## config.mk

```make
export PLATFORM = sky130hd
export DESIGN_NAME = bcd_scan_counter
export DESIGN_NICKNAME = d
export VERILOG_FILES = /design/src/rtl/bcd_scan_counter.sv
export SDC_FILE = /design/constraint.sdc
export NUM_CORES = 1
export LEC_CHECK = 0
export CAP_MARGIN = 10
export CELL_PAD_IN_SITES_DETAIL_PLACEMENT = 1
export CELL_PAD_IN_SITES_GLOBAL_PLACEMENT = 1
export CORE_ASPECT_RATIO = 1.25
export CORE_MARGIN = 2
export CORE_UTILIZATION = 38
export CTS_CLUSTER_DIAMETER = 30
export CTS_CLUSTER_SIZE = 25
export DETAILED_ROUTE_END_ITERATION = 10
export HOLD_SLACK_MARGIN = 0.1
export PLACE_DENSITY_LB_ADDON = 0.1
export SYNTH_ARGS = -nofsm -noshare
export SYNTH_HDL_FRONTEND = slang
export SYNTH_SLANG_ARGS = --single-unit
```

## constraint.sdc

```tcl
create_clock -name clk -period 1.75 [get_ports clk]
set_clock_uncertainty 0.1 [all_clocks]
set_input_delay 0.4375 -clock clk [delete_from_list [all_inputs] [get_ports clk]]
set_output_delay 0.4375 -clock clk [all_outputs]
set_load 0.1 [all_outputs]
```

## src/rtl/bcd_scan_counter.sv

```systemverilog
// Two-digit BCD up/down counter with a count prescaler and a two-digit display scan mux.
// Optional build macro ODD_ONLY_EN: counter visits odd values only (01..99, step 2).
module bcd_scan_counter #(
  parameter int PRESCALE = 50_000_000,
  parameter int SCAN_DIV = 50_000
) (
  input  logic       clk,
  input  logic       rst,
  input  logic       en,
  input  logic       up,
  input  logic       load,
  input  logic [7:0] load_val,
  output logic [7:0] bcd,
  output logic [3:0] digit,
  output logic [1:0] an,
  output logic       wrap
);

  localparam int PW = (PRESCALE > 2) ? $clog2(PRESCALE) : 1;
  localparam int SW = (SCAN_DIV > 2) ? $clog2(SCAN_DIV) : 1;
  localparam logic [PW-1:0] PRE_LAST  = PW'(PRESCALE - 1);
  localparam logic [SW-1:0] SCAN_LAST = SW'(SCAN_DIV - 1);

`ifdef ODD_ONLY_EN
  localparam logic [7:0] RST_BCD = 8'h01;
`else
  localparam logic [7:0] RST_BCD = 8'h00;
`endif

  // Scan slot state; the slot is visible on the an output.
  typedef enum logic {
    SLOT_UNITS = 1'b0,
    SLOT_TENS  = 1'b1
  } slot_e;

  logic [PW-1:0] pre_cnt_q, pre_cnt_d;
  logic [SW-1:0] scan_cnt_q, scan_cnt_d;
  logic [7:0]    bcd_q, bcd_d;
  logic          wrap_q, wrap_d;
  slot_e         slot_q, slot_d;

  logic       tick;
  logic       load_ok;
  logic [7:0] load_bcd;
  logic [7:0] step_bcd;
  logic       step_roll;

  always_comb begin
    tick    = en && (pre_cnt_q == PRE_LAST);
    load_ok = load && (load_val[7:4] <= 4'd9) && (load_val[3:0] <= 4'd9);
`ifdef ODD_ONLY_EN
    load_bcd = {load_val[7:4], load_val[3:0] | 4'h1};
`else
    load_bcd = load_val;
`endif
  end

  // Per-nibble decimal step; step_roll marks the 99<->00 (or 99<->01) roll-over.
  always_comb begin
    logic [3:0] units;
    logic [3:0] tens;
    logic       carry;
    units     = bcd_q[3:0];
    tens      = bcd_q[7:4];
    carry     = 1'b0;
    step_roll = 1'b0;
    if (up) begin
`ifdef ODD_ONLY_EN
      if (units >= 4'd8) begin
        units = units - 4'd8;
        carry = 1'b1;
      end else begin
        units = units + 4'd2;
      end
`else
      if (units == 4'd9) begin
        units = 4'd0;
        carry = 1'b1;
      end else begin
        units = units + 4'd1;
      end
`endif
      if (carry) begin
        if (tens == 4'd9) begin
          tens      = 4'd0;
          step_roll = 1'b1;
        end else begin
          tens = tens + 4'd1;
        end
      end
    end else begin
`ifdef ODD_ONLY_EN
      if (units <= 4'd1) begin
        units = units + 4'd8;
        carry = 1'b1;
      end else begin
        units = units - 4'd2;
      end
`else
      if (units == 4'd0) begin
        units = 4'd9;
        carry = 1'b1;
      end else begin
        units = units - 4'd1;
      end
`endif
      if (carry) begin
        if (tens == 4'd0) begin
          tens      = 4'd9;
          step_roll = 1'b1;
        end else begin
          tens = tens - 4'd1;
        end
      end
    end
    step_bcd = {tens, units};
  end

  // Load has priority over the tick; an invalid load falls through as if absent.
  always_comb begin
    pre_cnt_d = pre_cnt_q;
    bcd_d     = bcd_q;
    wrap_d    = 1'b0;
    if (load_ok) begin
      bcd_d     = load_bcd;
      pre_cnt_d = '0;
    end else if (en) begin
      if (tick) begin
        pre_cnt_d = '0;
        bcd_d     = step_bcd;
        wrap_d    = step_roll;
      end else begin
        pre_cnt_d = pre_cnt_q + 1'b1;
      end
    end
  end

  // Scan runs regardless of en.
  always_comb begin
    scan_cnt_d = scan_cnt_q + 1'b1;
    slot_d     = slot_q;
    if (scan_cnt_q == SCAN_LAST) begin
      scan_cnt_d = '0;
      slot_d     = (slot_q == SLOT_UNITS) ? SLOT_TENS : SLOT_UNITS;
    end
  end

  always_ff @(posedge clk) begin
    if (rst) begin
      pre_cnt_q  <= '0;
      scan_cnt_q <= '0;
      bcd_q      <= RST_BCD;
      wrap_q     <= 1'b0;
      slot_q     <= SLOT_UNITS;
    end else begin
      pre_cnt_q  <= pre_cnt_d;
      scan_cnt_q <= scan_cnt_d;
      bcd_q      <= bcd_d;
      wrap_q     <= wrap_d;
      slot_q     <= slot_d;
    end
  end

  always_comb begin
    bcd   = bcd_q;
    wrap  = wrap_q;
    an    = (slot_q == SLOT_UNITS) ? 2'b01 : 2'b10;
    digit = (slot_q == SLOT_UNITS) ? bcd_q[3:0] : bcd_q[7:4];
  end

endmodule

```

==> summary.md <==
| Metric | Value |
|---|---|
| Synth Flop Type | dfxtp_1 |
| Commonest non-fill, non-tap cell in the layout | buf_4 |
| Pre-CTS setup slack | -713 ps |
| Most frequent cells in the layout | buf_4 (67), nor2_1 (37), dfxtp_1 (37) |
| DR vias | 2847 |
| Site Rows | 34 |
| Post-synthesis cell type count | 47 |
| Total GRT Usage | 21.8% |
| Fin Hold WS | approximately 400 ps |
| Crit. End Element | flip-flop |
| ANT cells | 0 |
| Cell Pwr Density | roughly 610 nW/um^2 |
| Initial antenna violation count | 0 |
| Setup ws final | -174 ps |
| Syn_area_per_cell | approximately 8 sq um |
| Seq cells post-synth | 52 |
| Overall power | 2.67 mW |
| Final nets | 445 |
| Hold Buf Count CTS | 0 |
| Worst-margin pin slew | 340 ps |
| Non-Filler Instances | 521 |
| Total CTS buffers | 5 |
| Max IR drop VDD | 0.445 mV |
| Clk slew on worst S/H paths | 110 ps |
| Post-synth EDFFs | 0 |
| Antenna viol nets, final | 0 |
| Tcrit/Tclk final | 110% |
| Maxcap violations | 0 |
| Failing checks | setup timing |
| Area grow syn2layout | 60.0% |
| Post-route setup TNS | -4460 ps |
| H-tree depth | 2 |
| Pre-Repair DR Iteration Count | 4 |
| Root Driver | clkbuf_8 |
| Initial drt markers | 56 |
| Placed Cells | 503 |
| Fin area | 4390 sq um |
| Fin crit period | 1920 ps |
| Fillers | 800 |
| Clk buf depth | 2 |
| Cells after Synth | 339 |
| Net Count, Synth | between 300 and 400 |
| Setup-failing EPs final | 36 |
| Core Util, Final | between 60% and 70% |
| Port Buffers | 27 |
| Sequential fraction of the synthesis area | 37.9% |
| Required time of the critical path | between 1500 and 2000 ps |
| Crit-path max FO | 6 |
| Number of global-route vias before repair | 2966 |
| Core area | ~7000 sq um |
| Clk_lat worst skew | 320 ps |
| Final Slew Violations | 0 |
| Worst path most repeated cell | buf_4 |
| Bufs and invs on worst path | 2 |
| Dpl hpwl | between 5000 and 6000 um |
| Max_slew headroom | 77.2% |
| CP peak stage delay | roughly 370 ps |
| Initial core utilization | 39.3% |
| DRT Wirelength | 9250 um |
| Leakage power | 1.60 nW |
| Remaining DRCs | 0 |
| WP data arrival | slightly above 2000 ps |
| Largest net degree at the start of global routing | 17 |
| Placer congestion estimate | 0.912 |
| Setup crit start kind | flip-flop |
| I/O Pins | 28 |
| Die width | 80.0 um |
| Via density | 5.46 |
| Post-synth top area cell | dfxtp_1 |
| Status | complete, but fails checks |
| CTS tree | yes |
| Synth top area share | between 30% and 40% |
| Top cell family by delay on the critical path | simple AND/OR/NAND/NOR gates |
| GRT overflow | 0 |
| CP max stage cell | dfxtp_1 |
| Ys async rst share | 0% |
| Share of cells above drive strength 1 | 42.5% |
| Cell area after placement | between 3000 and 4000 sq um |
| Synth Warn # | 0 |
| Worst Hold Class | flip-flop to flip-flop |
| F_max | 0.520 GHz |
| Crit path cell chain | buf_4 -> and4_1 -> nand3_2 -> buf_4 -> nor4_2 -> xnor2_1 -> nor2_4 |
| Average wire per cell in the routed design | between 15 and 20 um |
| Fin. Hold Viols | 0 |
| RSZ-0062 raised after global routing | true |
| Die height | 99.0 um |
| Top post-synthesis cells by area | dfxtp_1 (38%), xnor2_1 (8.0%), nor2_1 (7.7%) |
| Type of the worst setup path | flip-flop to flip-flop |
| Synth Cell Area | 2740 sq um |
| Die ar. | 7920 sq um |
| Global-route wire length before repair | 13900 um |
| TritonCTS Sinks | 52 |
## logic make-up after synthesis
kind of cell	Yosys count	synth area share, %
XOR/XNOR	40	12.8
buffers and inverters	28	4.47
AND/OR/NAND/NOR	173	32.9
multiplexers	5	2.01
adder cells (fa/ha/maj)	2	0.912
AO/OA/AOI/OAI	39	9.03
flip-flops	52	37.9
## power breakdown
part	leakage [nW]	internal, mW	switching, mW
Clock	0.0516	0.325	0.439
Sequential	0.430	1.20	0.0577
Combinational	1.11	0.273	0.368
## cells in the mapped netlist (3+ instances only)
library cell / number
and4_1: 5
o21ai_0: 14
xnor2_1: 25
and2_1: 5
nor2b_1: 3
mux2_2: 4
nor3_1: 13
a21oi_1: 7
nand2_1: 24
a211oi_1: 5
nor4_1: 10
nand3_1: 21
and3_1: 10
clkbuf_1: 15
dfxtp_1: 52
xor2_1: 15
inv_1: 8
nor2_1: 56
nand4_1: 10
## final cells by class
| cell class | count | area [sq um] | area share [%] |
|---|---|---|---|
| repair buffers | 104 | 1090 | 24.9 |
| flip-flops and latches | 52 | 1080 | 24.6 |
| multi-input cells | 259 | 1970 | 45.0 |
| inverters | 8 | 32.5 | 0.741 |
| clock inverters | 2 | 13.8 | 0.314 |
| clock buffers | 6 | 82.6 | 1.88 |
| well taps | 90 | 113 | 2.57 |
## routing by layer
| metal | global-route usage (%) | share of wire (%) | up-vias |
|---|---|---|---|
| li1 | - | - | 1361 |
| met3 | 2.56 | 2.4 | 24 |
| met2 | 40.4 | 56 | 56 |
| met5 | 0 | 0 | - |
| met4 | 7.95 | 3.2 | 0 |
| met1 | 25.1 | 38 | 1406 |
## registers in the layout, summed over array words and instances (netlist names)
signal and count:
scan_cnt_q 16, bcd 8, wrap 1, slot_q 1, pre_cnt_q 26
## final timing paths
path,to,from,cells after the start,slack [ps]
worst max-delay path,pre_cnt_q[20],pre_cnt_q[7],7,-170
worst max register to register,pre_cnt_q[20],pre_cnt_q[7],7,-170
worst min-delay path,scan_cnt_q[0],scan_cnt_q[0],1,390
worst min register to register,scan_cnt_q[0],scan_cnt_q[0],1,390
## repair_timing
action | in CTS | in global routing
gates resized for setup | 42 | 56
buffers inserted | 5 | 4
cloned | 1 | 2
setup endpoints to repair | 41 | 39
pin swaps | 11 | 30
Note: power is estimated with default switching activity, not from simulation.
